`src/rtl/pcie_ss_axis_demux_pkg.sv`:
```
// Shared types and helpers for the PCIe SS AXI-S packet demultiplexer.
// Latency: n/a (declarations only).
// Backpressure: n/a.
package pcie_ss_axis_demux_pkg;

    // Default stream geometry of the PCIe SS AXI-S interface.
    localparam int PCIE_SS_TDATA_WIDTH = 512;
    localparam int PCIE_SS_TUSER_WIDTH = 10;

    // Packet-level demux state.
    typedef enum logic [1:0] {
        SOP  = 2'd0,
        FWD  = 2'd1,
        DROP = 2'd2
    } state_e;

    // Width of the destination field; never narrower than one bit so that
    // a single-channel build still has a "1 = out of range" encoding.
    function automatic int sel_width(input int num_ch);
        return (num_ch > 2) ? $clog2(num_ch) : 1;
    endfunction

endpackage

```
`src/rtl/pcie_ss_axis_demux_oreg.sv`:
```
// One-deep registered AXI-S output stage for a single demux channel.
// Latency: 1 cycle from load to tvalid.
// Backpressure: rdy = ~tvalid | tready, so a held beat can be replaced in the same cycle it drains.
//
// Ports: clk/rst_n; load + in_* (beat from the demux); rdy (stage can take a
// beat this cycle); tvalid/tready/tdata/tkeep/tlast/tuser_vendor (downstream).
module pcie_ss_axis_demux_oreg #(
    parameter int TDATA_WIDTH = 512,
    parameter int TUSER_WIDTH = 10
) (
    input  logic                     clk,
    input  logic                     rst_n,
    input  logic                     load,
    input  logic [TDATA_WIDTH-1:0]   in_tdata,
    input  logic [TDATA_WIDTH/8-1:0] in_tkeep,
    input  logic                     in_tlast,
    input  logic [TUSER_WIDTH-1:0]   in_tuser_vendor,
    output logic                     rdy,
    output logic                     tvalid,
    input  logic                     tready,
    output logic [TDATA_WIDTH-1:0]   tdata,
    output logic [TDATA_WIDTH/8-1:0] tkeep,
    output logic                     tlast,
    output logic [TUSER_WIDTH-1:0]   tuser_vendor
);

    assign rdy = ~tvalid | tready;

    always_ff @(posedge clk) begin
        if (!rst_n) begin
            tvalid <= 1'b0;
        end else if (load) begin
            tvalid <= 1'b1;
        end else if (tready) begin
            tvalid <= 1'b0;
        end
    end

    // Payload is not reset; it is only meaningful while tvalid is high.
    always_ff @(posedge clk) begin
        if (load) begin
            tdata        <= in_tdata;
            tkeep        <= in_tkeep;
            tlast        <= in_tlast;
            tuser_vendor <= in_tuser_vendor;
        end
    end

endmodule

```
`src/rtl/pcie_ss_axis_demux.sv`:
```
// Packet-aware 1-to-NUM_CH AXI-S demux: destination decoded from the SOP beat, held until tlast.
// Latency: 1 cycle sink accept to source valid; 1 beat/cycle per channel.
// Backpressure: sink_tready follows the target channel's output stage (HOL blocking); dropped packets are always accepted.
//
// Ports: clk, rst_n (sync, active low); sink_* input stream; source_* output
// streams flattened per channel (channel c in slice c); drop_pulse marks an
// accepted out-of-range SOP beat; drop_count saturates at all-ones.
module pcie_ss_axis_demux
    import pcie_ss_axis_demux_pkg::*;
#(
    parameter int NUM_CH      = 2,
    parameter int TDATA_WIDTH = PCIE_SS_TDATA_WIDTH,
    parameter int TUSER_WIDTH = PCIE_SS_TUSER_WIDTH,
    parameter int SEL_LSB     = 0,
    parameter int CNT_WIDTH   = 16
) (
    input  logic                            clk,
    input  logic                            rst_n,
    input  logic                            sink_tvalid,
    output logic                            sink_tready,
    input  logic [TDATA_WIDTH-1:0]          sink_tdata,
    input  logic [TDATA_WIDTH/8-1:0]        sink_tkeep,
    input  logic                            sink_tlast,
    input  logic [TUSER_WIDTH-1:0]          sink_tuser_vendor,
    output logic [NUM_CH-1:0]               source_tvalid,
    input  logic [NUM_CH-1:0]               source_tready,
    output logic [NUM_CH*TDATA_WIDTH-1:0]   source_tdata,
    output logic [NUM_CH*TDATA_WIDTH/8-1:0] source_tkeep,
    output logic [NUM_CH-1:0]               source_tlast,
    output logic [NUM_CH*TUSER_WIDTH-1:0]   source_tuser_vendor,
    output logic                            drop_pulse,
    output logic [CNT_WIDTH-1:0]            drop_count
);

    localparam int SEL_W = sel_width(NUM_CH);
    localparam int KW    = TDATA_WIDTH / 8;

    state_e            state;
    logic [SEL_W-1:0]  cur;
    logic [SEL_W-1:0]  sel;
    logic              sel_ok;
    logic [NUM_CH-1:0] oreg_ready;
    logic [(1<<SEL_W)-1:0] rdy_pad;
    logic              route_vld;
    logic [SEL_W-1:0]  route_ch;
    logic              accept;
    logic [NUM_CH-1:0] load;

    assign sel    = sink_tdata[SEL_LSB +: SEL_W];
    assign sel_ok = (32'(sel) < NUM_CH);
    assign accept = sink_tvalid & sink_tready;

    // Zero-padded so any sel encoding indexes a real bit; out-of-range
    // values never reach it because they are gated by sel_ok.
    always_comb begin
        rdy_pad               = '0;
        rdy_pad[NUM_CH-1:0]   = oreg_ready;
    end

    // Target selection and tready; deliberately independent of sink_tvalid.
    always_comb begin
        sink_tready = 1'b1;
        route_vld   = 1'b0;
        route_ch    = sel;
        case (state)
            SOP: begin
                if (sel_ok) begin
                    route_vld   = 1'b1;
                    sink_tready = rdy_pad[sel];
                end
            end
            FWD: begin
                route_vld   = 1'b1;
                route_ch    = cur;
                sink_tready = rdy_pad[cur];
            end
            default: begin
                sink_tready = 1'b1;
            end
        endcase
    end

    always_ff @(posedge clk) begin
        if (!rst_n) begin
            state      <= SOP;
            drop_pulse <= 1'b0;
            drop_count <= '0;
        end else begin
            drop_pulse <= 1'b0;
            if (drop_pulse && (drop_count != {CNT_WIDTH{1'b1}})) begin
                drop_count <= drop_count + CNT_WIDTH'(1);
            end
            case (state)
                SOP: begin
                    if (accept) begin
                        if (sel_ok) begin
                            cur <= sel;
                            if (!sink_tlast) state <= FWD;
                        end else begin
                            drop_pulse <= 1'b1;
                            if (!sink_tlast) state <= DROP;
                        end
                    end
                end
                FWD, DROP: begin
                    if (accept && sink_tlast) state <= SOP;
                end
                default: state <= SOP;
            endcase
        end
    end

    for (genvar c = 0; c < NUM_CH; c++) begin : g_ch
        assign load[c] = accept & route_vld & (route_ch == SEL_W'(c));

        pcie_ss_axis_demux_oreg #(
            .TDATA_WIDTH (TDATA_WIDTH),
            .TUSER_WIDTH (TUSER_WIDTH)
        ) u_oreg (
            .clk             (clk),
            .rst_n           (rst_n),
            .load            (load[c]),
            .in_tdata        (sink_tdata),
            .in_tkeep        (sink_tkeep),
            .in_tlast        (sink_tlast),
            .in_tuser_vendor (sink_tuser_vendor),
            .rdy             (oreg_ready[c]),
            .tvalid          (source_tvalid[c]),
            .tready          (source_tready[c]),
            .tdata           (source_tdata[c*TDATA_WIDTH +: TDATA_WIDTH]),
            .tkeep           (source_tkeep[c*KW +: KW]),
            .tlast           (source_tlast[c]),
            .tuser_vendor    (source_tuser_vendor[c*TUSER_WIDTH +: TUSER_WIDTH])
        );
    end

endmodule

```
`config.mk`:
```
export PLATFORM = sky130hd
export DESIGN_NAME = pcie_ss_axis_demux
export DESIGN_NICKNAME = d
export VERILOG_FILES = /design/src/rtl/pcie_ss_axis_demux_pkg.sv /design/src/rtl/pcie_ss_axis_demux_oreg.sv /design/src/rtl/pcie_ss_axis_demux.sv
export SDC_FILE = /design/constraint.sdc
export NUM_CORES = 1
export LEC_CHECK = 0
export ABC_AREA = 0
export ABC_CLOCK_PERIOD_IN_PS = 61800
export BUFFER_PORTS_ARGS = -buffer_cell sky130_fd_sc_hd__buf_4
export CAP_MARGIN = 10
export CELL_PAD_IN_SITES_DETAIL_PLACEMENT = 2
export CELL_PAD_IN_SITES_GLOBAL_PLACEMENT = 2
export CORE_AREA = 3 3 702 704
export DETAILED_ROUTE_END_ITERATION = 10
export DIE_AREA = 0 0 705 707
export MAX_ROUTING_LAYER = met4
export PLACE_DENSITY_LB_ADDON = 0.1
export REMOVE_ABC_BUFFERS = 1
export SLEW_MARGIN = 20
export SYNTH_ARGS = -nofsm -noshare
export SYNTH_HDL_FRONTEND = slang
export SYNTH_SLANG_ARGS = --single-unit
export TNS_END_PERCENT = 50
```
`constraint.sdc`:
```
create_clock -name clk -period 61.8 [get_ports clk]
set_input_delay 15.45 -clock clk [delete_from_list [all_inputs] [get_ports clk]]
set_output_delay 15.45 -clock clk [all_outputs]
set_load 0.05 [all_outputs]
```
=== Yosys cells after proc, flatten, opt, wreduce, memory -nomap -nowiden ===
Cells that the tools add are included.

* Bits in registers: 1179
* Latch bits: 0
* RAM bits: 0
* Bits in read-only memories: 0
* Bits of input ports: 592
* Logic and storage cells: 51
* Memories: 0

* Add/subtract/negate cells: 0
* Multiply operators: 0
* Divide/modulo/power cells: 0
* Magnitude comparators: 2
* Equality and inequality tests: 5
* Shift-type cells: 0
* Multiplexer cells: 15
* Bitwise operators: 9
* Reduce and logical (&&, ||, !) cells: 8

{| class="wikitable"
|+ Operators by type and width
! operator !! number
|-
| 1-bit two-way mux || 10
|-
| 2-bit two-way mux || 3
|-
| 2-bit inequality test, second input constant || 3
|-
| 3-bit AND reduction || 2
|-
| 1-bit AND || 4
|-
| 1-bit by 2-bit less-than comparator with 1-bit output, second input constant || 2
|-
| 2-bit one-hot mux with 2 select lines || 1
|-
| 2-bit nonzero test || 2
|-
| 2-bit OR reduction || 2
|-
| 1-bit inverter || 3
|-
| 2-bit by 1-bit == test with 1-bit output, second input constant || 1
|-
| 2-bit == test, second input constant || 1
|-
| 2-bit logical NOT || 1
|-
| 1-bit OR || 2
|-
| 1-bit one-hot mux with 2 select lines || 1
|-
| 1-bit logical AND || 1
|}

=== Logic depth before layout (Yosys ltp) ===
Gate-level depths: netlist (run 1).

* Depth after elaboration: 9
* Mapped depth: 5
* Depth with buffers taken out: 4

=== Cells and area by module ===
A second synthesis (run 1) with hierarchy kept.

* Cells, all modules: 1212
* Area total of the unflattened synthesis: 35612.9 sq um

{| class="wikitable"
|+ By module, submodules not included
! module !! times used !! cells each !! area each (sq um) !! sequential area each (sq um)
|-
| pcie_ss_axis_demux_oreg || 2 || 591 || 17675.7 || 17646.9
|-
| pcie_ss_axis_demux || 1 || 30 || 261.5 || 50.0
|}

=== Worst setup path before layout (run 1) ===
OpenSTA, ideal clock, no wires.

* Kind: input-to-reg
* From: input port sink_tdata[0]
* To: register state[0]
* Library setup time: 142 ps
* Arrival: 39483 ps
* Slack: 22176 ps
* Stages on the path: 4
* Buffers on the path: 0
* Cells stage by stage: mux2i_1 -> nor3b_2 -> o21ai_1 -> o311a_1

* Longest elaborated chain between the ends: 7
* Elaborated cells between the ends (all ways): 8

{| class="wikitable"
|+ Ends and longest elaborated chain
! item !! line !! source
|-
| start: declaration || pcie_ss_axis_demux.sv:21 || <nowiki>input logic [TDATA_WIDTH-1:0] sink_tdata,</nowiki>
|-
| 1-bit two-way mux (implied by the code) * (2 in series) || pcie_ss_axis_demux.sv:69 || <nowiki>sink_tready = rdy_pad[sel];</nowiki>
|-
| 1-bit one-hot mux with 2 select lines * || pcie_ss_axis_demux.sv:65 || <nowiki>case (state)</nowiki>
|-
| 1-bit AND * || pcie_ss_axis_demux.sv:51 || <nowiki>assign accept = sink_tvalid & sink_tready;</nowiki>
|-
| 1-bit logical AND || pcie_ss_axis_demux.sv:106 || <nowiki>if (accept && sink_tlast) state <= SOP;</nowiki>
|-
| 2-bit inequality test (no source line) || -- ||
|-
| 3-bit AND reduction (no source line) * || -- ||
|-
| end signal: assignment || pcie_ss_axis_demux.sv:101 || <nowiki>if (!sink_tlast) state <= DROP;</nowiki>
|-
| end signal: assignment || pcie_ss_axis_demux.sv:106 ||
|-
| end signal: assignment || pcie_ss_axis_demux.sv:108 || <nowiki>default: state <= SOP;</nowiki>
|-
| end: declaration || pcie_ss_axis_demux.sv:38 || <nowiki>state_e state;</nowiki>
|}

Every way passes the cells marked *; elsewhere a longest branch is shown, timed or not. The select of a mux whose other input is x is not followed.
A chain may end at the register's enable or synchronous reset.

=== Worst setup path after layout (run 1) ===
* From: input port sink_tdata[0]
* To: output port sink_tready

* Longest elaborated chain between the ends: 3

{| class="wikitable"
|+ Ends and longest elaborated chain
! item !! line !! source
|-
| 1-bit two-way mux (implied by the code) (2 in series) || pcie_ss_axis_demux.sv:69 ||
|-
| 1-bit one-hot mux with 2 select lines || pcie_ss_axis_demux.sv:65 ||
|-
| end: declaration || pcie_ss_axis_demux.sv:20 || <nowiki>output logic sink_tready,</nowiki>
|}

Every way passes these cells. The select of a mux whose other input is x is not followed.

==> results of run 1 <==
-- cell usage after synthesis --
cell type,instances
nor3b_1,1
nor2b_1,2
mux2i_1,2
nor3b_2,1
nor2_2,1
o21ai_1,1
o311a_1,1
and3b_1,1
dfxtp_1,3
o21a_1,2
edfxtp_1,1175
conb_1,1
buf_4,22
-- worst max path at each step --
stage             endpoint           from  slack, ns
2_1_floorplan     state[0]  sink_tdata[0]      22.12
5_1_grt        sink_tready  sink_tdata[0]      29.63
3_5_place_dp   sink_tready  sink_tdata[0]      29.70
3_3_place_gp   sink_tready  sink_tdata[0]      29.69
6_report       sink_tready  sink_tdata[0]      29.75
4_1_cts        sink_tready  sink_tdata[0]      29.69
-- per-layer routing --
layer | routed length (um) | vias to the layer above
li1 | - | 8976
met1 | 97200 | 11500
met2 | 136000 | 1293
met3 | 26700 | 307
met4 | 5150 | 0
met5 | 0 | -
-- flip-flops by register name (all words and copies together), names as in the netlist --
| name | flops |
|---|---|
| g_ch.u_oreg.tuser_vendor | 20 |
| g_ch.u_oreg.tkeep | 128 |
| g_ch.u_oreg.tvalid | 2 |
| g_ch.u_oreg.tlast | 2 |
| g_ch.u_oreg.tdata | 1024 |
| state | 1 |
| cur | 1 |
-- power by group through the flow --
stage	clock network, mW	registers (mW)	logic [mW]
after CTS	1.01	0.955	0.349
after global routing	1.03	0.958	0.350
after floorplan	0	1.16	0.0204
final	0.953	0.954	0.336
after global placement	0	0.970	0.349
after detailed placement	0	0.971	0.348
-- per-stage QoR --
| step | hold slack [ns] | instances | worst slack, ns |
|---|---|---|---|
| finish | 0.577 | 9812 | 29.75 |
| global route | 0.603 | 9801 | 29.63 |
| CTS | 0.587 | 9765 | 29.69 |
| detailed placement | 0.575 | 9452 | 29.70 |
| global placement | 0.571 | 9452 | 29.69 |
| floorplan | 0.527 | 1207 | 22.12 |
-- layout make-up --
type                       count  area (um^2)  share of cell area [%]
antenna                       47          118                   0.188
clock buffer                 230         4610                    7.38
clock inverter                83          627                    1.00
multi-input combinational     29          171                   0.275
sequential                  1178        35300                    56.6
tap                         6450         8070                    12.9
timing repair buffer        1795        13500                    21.6
-- logic make-up after synthesis --
family                 count (synthesis)
other                                  1
AOI/OAI and AO/OA                      4
DFF                                 1178
and+or+nand+nor                        6
buffers and inverters                 22
muxes                                  2
==> impl_metrics.csv, run 1 <==
group,metric,value,unit
placed_design,port-buffer-count,1768,
worst_setup_path,path_buf_inv,2,
synth,yosysTopAreaCellShare,99.1,%
synth,synth_seq_cells,1178,
worst_hold_path,worst_hold_path.endpoint,"state[0]",
sta,rsz0062_at_grt,"false",
clock_tree,htreeDepth,4,
worst_setup_path,worstReg2RegStart,"state[0]",
sta,fmax,31.2,MHz
die,start_util,7.32,%
synth,synth-xor-area-share,0,%
pwr,swShare,30.2,%
worst_setup_path,rr_worst_depth,6,
global_routing,antenna_found_initial,118,
detailed_routing,routedWlPerCell,27.0,um
detailed_routing,postRouteAntennaNets,0,
worst_setup_path,startpoint_type,"input pin",
detailed_routing,drt_pre_antenna_iters,7,
clock_tree,cts_buffer_depth,4,
sta,fin_setup_tns,0,ns
finish,nets,3770,
worst_setup_path,endpoint_kind,"primary output",
pwr,p_seq_share,42.5,%
worst_setup_path,critPathRequiredTime,46.35,ns
global_routing,gr-total-overflow,0,
worst_hold_path,min_path_type,"flop to flop",
die,io_pins,1786,
worst_hold_path,whs_path_depth,1,
detailed_routing,wl,265,mm
global_routing,grt_busiest_layer,"met2",
die,fp-row-count,256,
worst_setup_path,r2r-end,"g_ch[0].u_oreg.tdata[232]",
synth,ys_warn_count,0,
synth,ys_types,13,
die,dieArea,498000,um^2
clock_tree,insertion_delay,0.84,ns
global_routing,track_usage,10.4,%
pwr,p_int,1.57,mW
finish,syn2layout_area_growth,75.3,%
finish,n_fill_cell,54900,
synth,synth-adder-area-share,0,%
clock_tree,path_clk_slew,0.06,ns
job,maxCapViolations,0,
placed_design,place_congestion,0.783,
synth,synthMuxAreaShare,0.0562,%
detailed_routing,drt_first_iter_violations,1315,
detailed_routing,routed_via_density,2.25,
worst_setup_path,critical_path.top_delay_family,"multiplexers",
clock_tree,postCtsSetupBuffers,0,
pwr,p_sw,0.677,mW
global_routing,grt_use_met2,18.3,%
detailed_routing,num_vias,22100,
pwr,combinationalPowerShare,15.0,%
pwr,power,2.24,mW
pwr,clkPwrFrac,42.5,%
worst_setup_path,cp_max_fo,4,
worst_setup_path,slowest_stage,"mux2i_1",
clock_tree,cts_buffers,174,
sta,fin_skew,0.0358,ns
sta,period_share,51.9,%
worst_hold_path,hp-start,"state[0]",
clock_tree,cts.sinks,1178,
finish,drive_above_1_share,60.8,%
clock_tree,root_buffer,"clkbuf_16",
worst_setup_path,cp.arrival,16.60,ns
global_routing,gr-usage-met1,10.7,%
synth,synth_top_family_by_area,"buffers and inverters",
sta,fin_crit,32.05,ns
finish,fin_area,62400,um^2
global_routing,grt_start_max_net_pins,96,
global_routing,grt_use_met3,4.85,%
synth,synth_area,35600,um^2
finish,final_cell_mix,"buf_4 (1793), edfxtp_1 (1175), clkbuf_16 (175)",
sta,setup_viol,0,
placed_design,dpl-instance-area,57100,um^2
sta,slew_headroom,44.1,%
worst_setup_path,cp_num_cells,4,
worst_setup_path,regToRegSetupSlack,57.06,ns
placed_design,hpwl,220,mm
synth,synth_simple_gate_area_share,0.134,%
clock_tree,cts_resized,0,
finish,final_common_cell,"buf_4",
worst_setup_path,cpPeakStageDelay,0.40,ns
synth,avgSynthCellArea,29.4,um^2
detailed_routing,route.detailed.drc,0,
synth,synth_top_cell_by_area,"edfxtp_1",
pwr,ir_drop,0.0177,mV
synth,syn_inst,1213,
die,die_h,707,um
sta,worst_pin_slew,0.838,ns
sta,hold_violations,0,
die,core_area,487000,um^2
global_routing,grt_pass1_vias,23600,
pwr,leakage,22.3,nW
synth,synth_compound_area_share,0.0843,%
worst_setup_path,crit_type,"input pin to primary output",
clock_tree,cts_tree,"yes",
synth,yosysSeqAreaShare,99.3,%
finish,fin_util,12.8,%
die,die_x,705,um
worst_setup_path,worstPathCellList,"buf_4 > mux2i_1 > mux2i_1 > buf_4",
global_routing,grt_pass1_wl,319,mm
status,run_status,"finished clean",
pwr,power_density,35.9,nW/um^2
synth,synth_area_leaders,"edfxtp_1 (99%), buf_4 (0.46%), dfxtp_1 (0.17%), mux2i_1 (0.056%), o21a_1 (0.042%)",
sta,slew_violations,0,
clock_tree,hold_buffers,0,
(Power assumes the default switching activity.)
==> run 2: changes to the inputs <==
--- a/config.mk
+++ b/config.mk
@@ -6,14 +6,14 @@
 export NUM_CORES = 1
 export LEC_CHECK = 0
 export ABC_AREA = 0
-export ABC_CLOCK_PERIOD_IN_PS = 61800
+export ABC_CLOCK_PERIOD_IN_PS = 32700
 export BUFFER_PORTS_ARGS = -buffer_cell sky130_fd_sc_hd__buf_4
 export CAP_MARGIN = 10
 export CELL_PAD_IN_SITES_DETAIL_PLACEMENT = 2
 export CELL_PAD_IN_SITES_GLOBAL_PLACEMENT = 2
-export CORE_AREA = 3 3 702 704
+export CORE_AREA = 3 3 703 705
 export DETAILED_ROUTE_END_ITERATION = 10
-export DIE_AREA = 0 0 705 707
+export DIE_AREA = 0 0 706 708
 export MAX_ROUTING_LAYER = met4
 export PLACE_DENSITY_LB_ADDON = 0.1
 export REMOVE_ABC_BUFFERS = 1
==> constraint.sdc (replaced) <==
create_clock -name clk -period 32.7 [get_ports clk]
set_input_delay 8.175 -clock clk [delete_from_list [all_inputs] [get_ports clk]]
set_output_delay 8.175 -clock clk [all_outputs]
set_load 0.05 [all_outputs]
==> run 2 against run 1 <==
  * Flip-flop and latch count unchanged
  * Core utilization decreased by 0.097 points
  * Non-clock buffer count decreased by 3
  * Via count decreased by 1.6%
  * Clock skew increased by 0.0086 ns
  * Critical path type unchanged
==> impl_metrics.csv, run 2 (same netlist as run 1, synthesis figures left out) <==
group,metric,value,unit
clock_tree,htreeDepth,4,
worst_setup_path,slowest_stage,"mux2i_1",
worst_setup_path,rr_worst_depth,8,
clock_tree,cts_buffer_depth,4,
worst_setup_path,cpPeakStageDelay,0.54,ns
die,core_area,489000,um^2
detailed_routing,num_vias,21700,
global_routing,antenna_found_initial,106,
detailed_routing,route.detailed.drc,0,
finish,final_common_cell,"buf_4",
worst_hold_path,min_path_type,"flop to flop",
worst_setup_path,endpoint_kind,"primary output",
worst_setup_path,regToRegSetupSlack,26.05,ns
global_routing,grt_pass1_vias,23600,
die,die_x,706,um
die,fp-row-count,257,
job,maxCapViolations,0,
placed_design,hpwl,219,mm
global_routing,grt_use_met2,18.6,%
global_routing,grt_pass1_wl,316,mm
clock_tree,cts_buffers,173,
die,die_h,708,um
status,run_status,"finished clean",
sta,fin_crit,17.73,ns
clock_tree,cts_resized,0,
finish,largest_reg_flops,1024,
detailed_routing,drt_pre_antenna_iters,4,
sta,rsz0062_at_grt,"false",
clock_tree,postCtsSetupBuffers,0,
clock_tree,hold_buffers,0,
clock_tree,insertion_delay,0.86,ns
global_routing,track_usage,10.3,%
clock_tree,path_clk_slew,0.05,ns
die,dieArea,500000,um^2
finish,final_cell_mix,"buf_4 (1791), edfxtp_1 (1175), clkbuf_16 (174)",
pwr,power_density,67.4,nW/um^2
sta,setup_ws,14.97,ns
detailed_routing,routed_via_density,2.22,
clock_tree,cts_tree,"yes",
finish,nets,3766,
global_routing,grt_start_max_net_pins,103,
placed_design,place_congestion,0.769,
global_routing,grt_busiest_layer,"met2",
sta,slew_headroom,31.0,%
sta,fin_setup_tns,0,ns
sta,slew_violations,0,
die,io_pins,1786,
clock_tree,cts.sinks,1178,
detailed_routing,routedWlPerCell,26.8,um
detailed_routing,postRouteAntennaNets,0,
placed_design,dp_slack,14.84,ns
worst_setup_path,r2r-end,"g_ch[0].u_oreg.tdata[303]",
sta,worst_pin_slew,1.04,ns
finish,top_register,"g_ch.u_oreg.tdata",
worst_setup_path,crit_start,"sink_tdata[0]",
worst_hold_path,whs_path_depth,1,
pwr,ir_drop,0.0363,mV
worst_setup_path,cp_max_fo,4,
finish,syn2layout_area_growth,74.9,%
worst_setup_path,critPathRequiredTime,24.52,ns
sta,fmax,56.4,MHz
detailed_routing,drt_first_iter_violations,1011,
die,start_util,7.28,%
finish,drive_above_1_share,60.9,%
worst_setup_path,crit_type,"input pin to primary output",
sta,setup_viol,0,
worst_setup_path,startpoint_type,"input pin",
sta,fin_skew,0.0444,ns
placed_design,port-buffer-count,1768,
worst_setup_path,crit_end,"sink_tready",
global_routing,grt_use_met3,4.91,%
sta,period_share,54.2,%
worst_setup_path,worstReg2RegStart,"state[0]",
global_routing,gr-usage-met1,10.2,%
detailed_routing,wl,263,mm
sta,hold_violations,0,
worst_setup_path,cp.arrival,9.56,ns
pwr,leakage,22.2,nW
clock_tree,root_buffer,"clkbuf_16",
finish,top_regs,"g_ch.u_oreg.tdata x1024, g_ch.u_oreg.tkeep x128, g_ch.u_oreg.tuser_vendor x20",
worst_setup_path,worstPathCellList,"buf_4 > mux2i_1 > mux2i_1 > buf_4",
global_routing,gr-total-overflow,0,
-- run 2: cell count changes in the layout (fill, tap and decap cells not counted), sizes merged --
cell / change
buf: -3
bufinv: -2
clkbuf: -12
clkinv: -7
clkinvlp: +1
-- run 2: how the worst min path moves through the flow --
| stage | start | end | slack [ns] |
|---|---|---|---|
| after floorplan | state[0] | state[0] | 0.53 |
| after global placement | state[0] | state[0] | 0.60 |
| after detailed placement | state[0] | state[0] | 0.58 |
| after CTS | state[0] | state[0] | 0.60 |
| after global routing | state[0] | state[0] | 0.62 |
| final | state[0] | state[0] | 0.59 |
-- run 2: layout make-up --
cell class / instances / area, um^2
sequential: 1178 / 35300
timing repair buffer: 1792 / 13500
clock buffer: 218 / 4520
clock inverter: 75 / 568
fill: 55200 / 427000
antenna: 47 / 118
multi-input combinational: 29 / 171
tap: 6475 / 8100
-- run 2: power by group --
group	switching [mW]	internal, mW
clock	0.760	1.01
sequential	0.0311	1.78
combinational	0.481	0.148
total	1.27	2.93
-- run 2: critical path: cells and delay by family --
kind | cells | cell delay [ns]
buffers and inverters | 2 | 0.43
muxes | 2 | 0.94
-- run 2: per-stage QoR --
stage | instance area, um^2 | hold slack, ns | total power, mW | util, % | cells
after global routing | 62300 | 0.622 | 4.39 | 12.7 | 9800
after global placement | 57100 | 0.597 | 2.49 | 11.7 | 9474
after floorplan | 35500 | 0.527 | 2.23 | - | 1207
after CTS | 62200 | 0.601 | 4.34 | 12.7 | 9767
after detailed placement | 57100 | 0.585 | 2.49 | 11.7 | 9474
final | 62300 | 0.592 | 4.20 | 12.7 | 9814
-- run 2: per-layer routing --
layer  vias up  share of wire (%)
met1     11300                 34
met2      1200                 53
met5         -                  0
li1       8962                  -
met3       267                 11
met4         0                1.6
==> run 3: changes to the inputs <==
--- a/config.mk
+++ b/config.mk
@@ -5,15 +5,15 @@
 export SDC_FILE = /design/constraint.sdc
 export NUM_CORES = 1
 export LEC_CHECK = 0
-export ABC_AREA = 0
-export ABC_CLOCK_PERIOD_IN_PS = 32700
+export ABC_AREA = 1
+export ABC_CLOCK_PERIOD_IN_PS = 14200
 export BUFFER_PORTS_ARGS = -buffer_cell sky130_fd_sc_hd__buf_4
 export CAP_MARGIN = 10
 export CELL_PAD_IN_SITES_DETAIL_PLACEMENT = 2
 export CELL_PAD_IN_SITES_GLOBAL_PLACEMENT = 2
-export CORE_AREA = 3 3 703 705
+export CORE_AREA = 3 3 697 699
 export DETAILED_ROUTE_END_ITERATION = 10
-export DIE_AREA = 0 0 706 708
+export DIE_AREA = 0 0 700 702
 export MAX_ROUTING_LAYER = met4
 export PLACE_DENSITY_LB_ADDON = 0.1
 export REMOVE_ABC_BUFFERS = 1
==> constraint.sdc (replaced) <==
create_clock -name clk -period 14.2 [get_ports clk]
set_input_delay 3.55 -clock clk [delete_from_list [all_inputs] [get_ports clk]]
set_output_delay 3.55 -clock clk [all_outputs]
set_load 0.05 [all_outputs]
==> run 3 against run 2 <==
  * Cell area rose by 0.25%
  * Critical endpoint unchanged
  * Cell count fell by 0.55%
  * Combinational power rose by 130%
  * Via count fell by 0.27%
  * Critical path type unchanged
==> impl_metrics.csv, run 3 <==
group,metric,value,unit
clock_tree,cts_resized,0,
detailed_routing,num_vias,21700,
sta,fmax,125,MHz
clock_tree,hold_buffers,0,
die,die_x,700,um
global_routing,gr-total-overflow,0,
clock_tree,cts_tree,"yes",
synth,async_flop_share,0,%
sta,fin_skew,0.0283,ns
global_routing,track_usage,10.0,%
sta,setup_viol,0,
die,fp-row-count,254,
synth,synth_seq_cells,1178,
sta,slew_headroom,25.4,%
job,maxCapViolations,0,
placed_design,placed_cells,9412,
finish,seq_area,35300,um^2
global_routing,antenna_found_initial,98,
finish,multi_input_area,210,um^2
clock_tree,cts.sinks,1178,
finish,nets,3781,
synth,ys_warn_count,0,
die,core_area,479000,um^2
finish,top_regs,"g_ch.u_oreg.tdata x1024, g_ch.u_oreg.tkeep x128, g_ch.u_oreg.tuser_vendor x20",
pwr,ir_drop,0.0770,mV
sta,hold_violations,0,
worst_setup_path,worstPathCellList,"buf_4 > inv_1 > nand2_1 > nand2_2 > nand2_2 > buf_4",
detailed_routing,route.detailed.drc,0,
synth,synth_area_leaders,"edfxtp_1 (99%), buf_4 (0.44%), dfxtp_1 (0.17%), nand2_2 (0.088%), nor2_2 (0.088%)",
finish,fin_util,13.0,%
worst_setup_path,endpoint_kind,"primary output",
pwr,power_density,156,nW/um^2
worst_setup_path,cpPeakStageDelay,0.23,ns
worst_hold_path,min_path_type,"flop to flop",
clock_tree,root_buffer,"clkbuf_16",
placed_design,port-buffer-count,1768,
clock_tree,htreeDepth,4,
synth,synthFlopType,"edfxtp_1",
clock_tree,path_clk_slew,0.05,ns
synth,yosysTopAreaCellShare,98.9,%
worst_setup_path,cp_max_fo,3,
sta,slew_violations,0,
synth,synth_enable_flop_cells,1175,
clock_tree,cts_buffers,175,
die,die_h,702,um
synth,avgSynthCellArea,29.0,um^2
synth,syn_inst,1230,
finish,fin_area,62400,um^2
synth,synth_area,35700,um^2
sta,hold_ws,0.573,ns
synth,yosysSeqAreaShare,99.1,%
global_routing,grt_start_max_net_pins,121,
finish,stdcell_count,9760,
detailed_routing,routed_via_density,2.22,
worst_setup_path,critPathRequiredTime,10.65,ns
detailed_routing,drt_first_iter_violations,1111,
die,io_pins,1786,
placed_design,dpl-instance-area,57100,um^2
sta,fin_crit,8.01,ns
finish,syn2layout_area_growth,75.1,%
worst_setup_path,crit_type,"input pin to primary output",
clock_tree,insertion_delay,0.82,ns
status,run_status,"finished clean",
detailed_routing,routedWlPerCell,25.8,um
finish,top_register,"g_ch.u_oreg.tdata",
finish,drive_above_1_share,60.8,%
sta,worst_pin_slew,1.12,ns
detailed_routing,wl,252,mm
synth,ys_types,15,
die,start_util,7.44,%
finish,n_fill_cell,54300,
die,dieArea,491000,um^2
detailed_routing,drt_pre_antenna_iters,5,
synth,yosys-top-cells-count,"edfxtp_1 (1175), buf_4 (21), inv_1 (7)",
worst_setup_path,slowest_stage,"inv_1",
worst_setup_path,cp.arrival,4.46,ns
placed_design,place_congestion,0.756,
clock_tree,cts_buffer_depth,4,
synth,synth_top_cell_by_area,"edfxtp_1",
synth,yosysMostFrequentCell,"edfxtp_1",
finish,final_cell_mix,"buf_4 (1780), edfxtp_1 (1175), clkbuf_16 (179)",
sta,period_share,56.4,%
global_routing,grt_pass1_wl,305,mm
sta,rsz0062_at_grt,"false",
placed_design,hpwl,205,mm
clock_tree,postCtsSetupBuffers,0,
finish,largest_reg_flops,1024,
global_routing,grt_pass1_vias,23900,
finish,final_common_cell,"buf_4",
worst_setup_path,startpoint_type,"input pin",
detailed_routing,postRouteAntennaNets,0,
pwr,leakage,22.3,nW
-- run 3: path summary, 6_finish.rpt --
kind,start,endpoint,slack (ns),cells after the start
max,source_tready[1],sink_tready,6.19,6
min,g_ch[0].u_oreg.tvalid,g_ch[0].u_oreg.tvalid,0.57,2
max reg2reg,state[0],g_ch[1].u_oreg.tdata[314],10.64,7
min reg2reg,g_ch[0].u_oreg.tvalid,g_ch[0].u_oreg.tvalid,0.57,2
-- run 3: logic make-up after synthesis --
group	synth area share (%)
AO/OA/AOI/OAI	0.0596
buffers and inverters	0.516
flip-flops	99.1
other	0.0105
AND/OR/NAND/NOR	0.323
-- run 3: layer usage --
layer | vias up | routed length [um] | global-route usage (%)
met3 | 293 | 28000 | 4.78
met5 | - | 0 | -
met1 | 11200 | 87800 | 9.99
met2 | 1210 | 131000 | 17.8
met4 | 0 | 5130 | 2.03
li1 | 9021 | - | -
-- run 3: cell type report --
type | count | share of cell area (%)
clock buffer | 224 | 7.44
timing repair buffer | 1787 | 21.6
tap | 6400 | 12.8
antenna | 39 | 0.156
multi-input combinational | 40 | 0.337
sequential | 1178 | 56.6
inverter | 7 | 0.0421
clock inverter | 85 | 0.968
-- run 3: power breakdown --
group	switching, mW	internal (mW)
Combinational	1.09	0.341
Sequential	0.0635	4.08
Clock	1.75	2.41
Total	2.91	6.83
-- run 3: per-stage QoR --
stage	total power, mW	setup WS [ns]	TNS, ns
2_1_floorplan	5.08	-5.42	-6367.25
4_1_cts	10.1	6.11	0
3_5_place_dp	5.71	6.12	0
6_report	9.74	6.19	0
3_3_place_gp	5.71	6.11	0
5_1_grt	10.2	6.07	0
-- run 3: worst max-delay path: cells and delay by family --
family | cells | cell delay [ns]
buffers and inverters | 3 | 0.54
and+or+nand+nor | 3 | 0.36
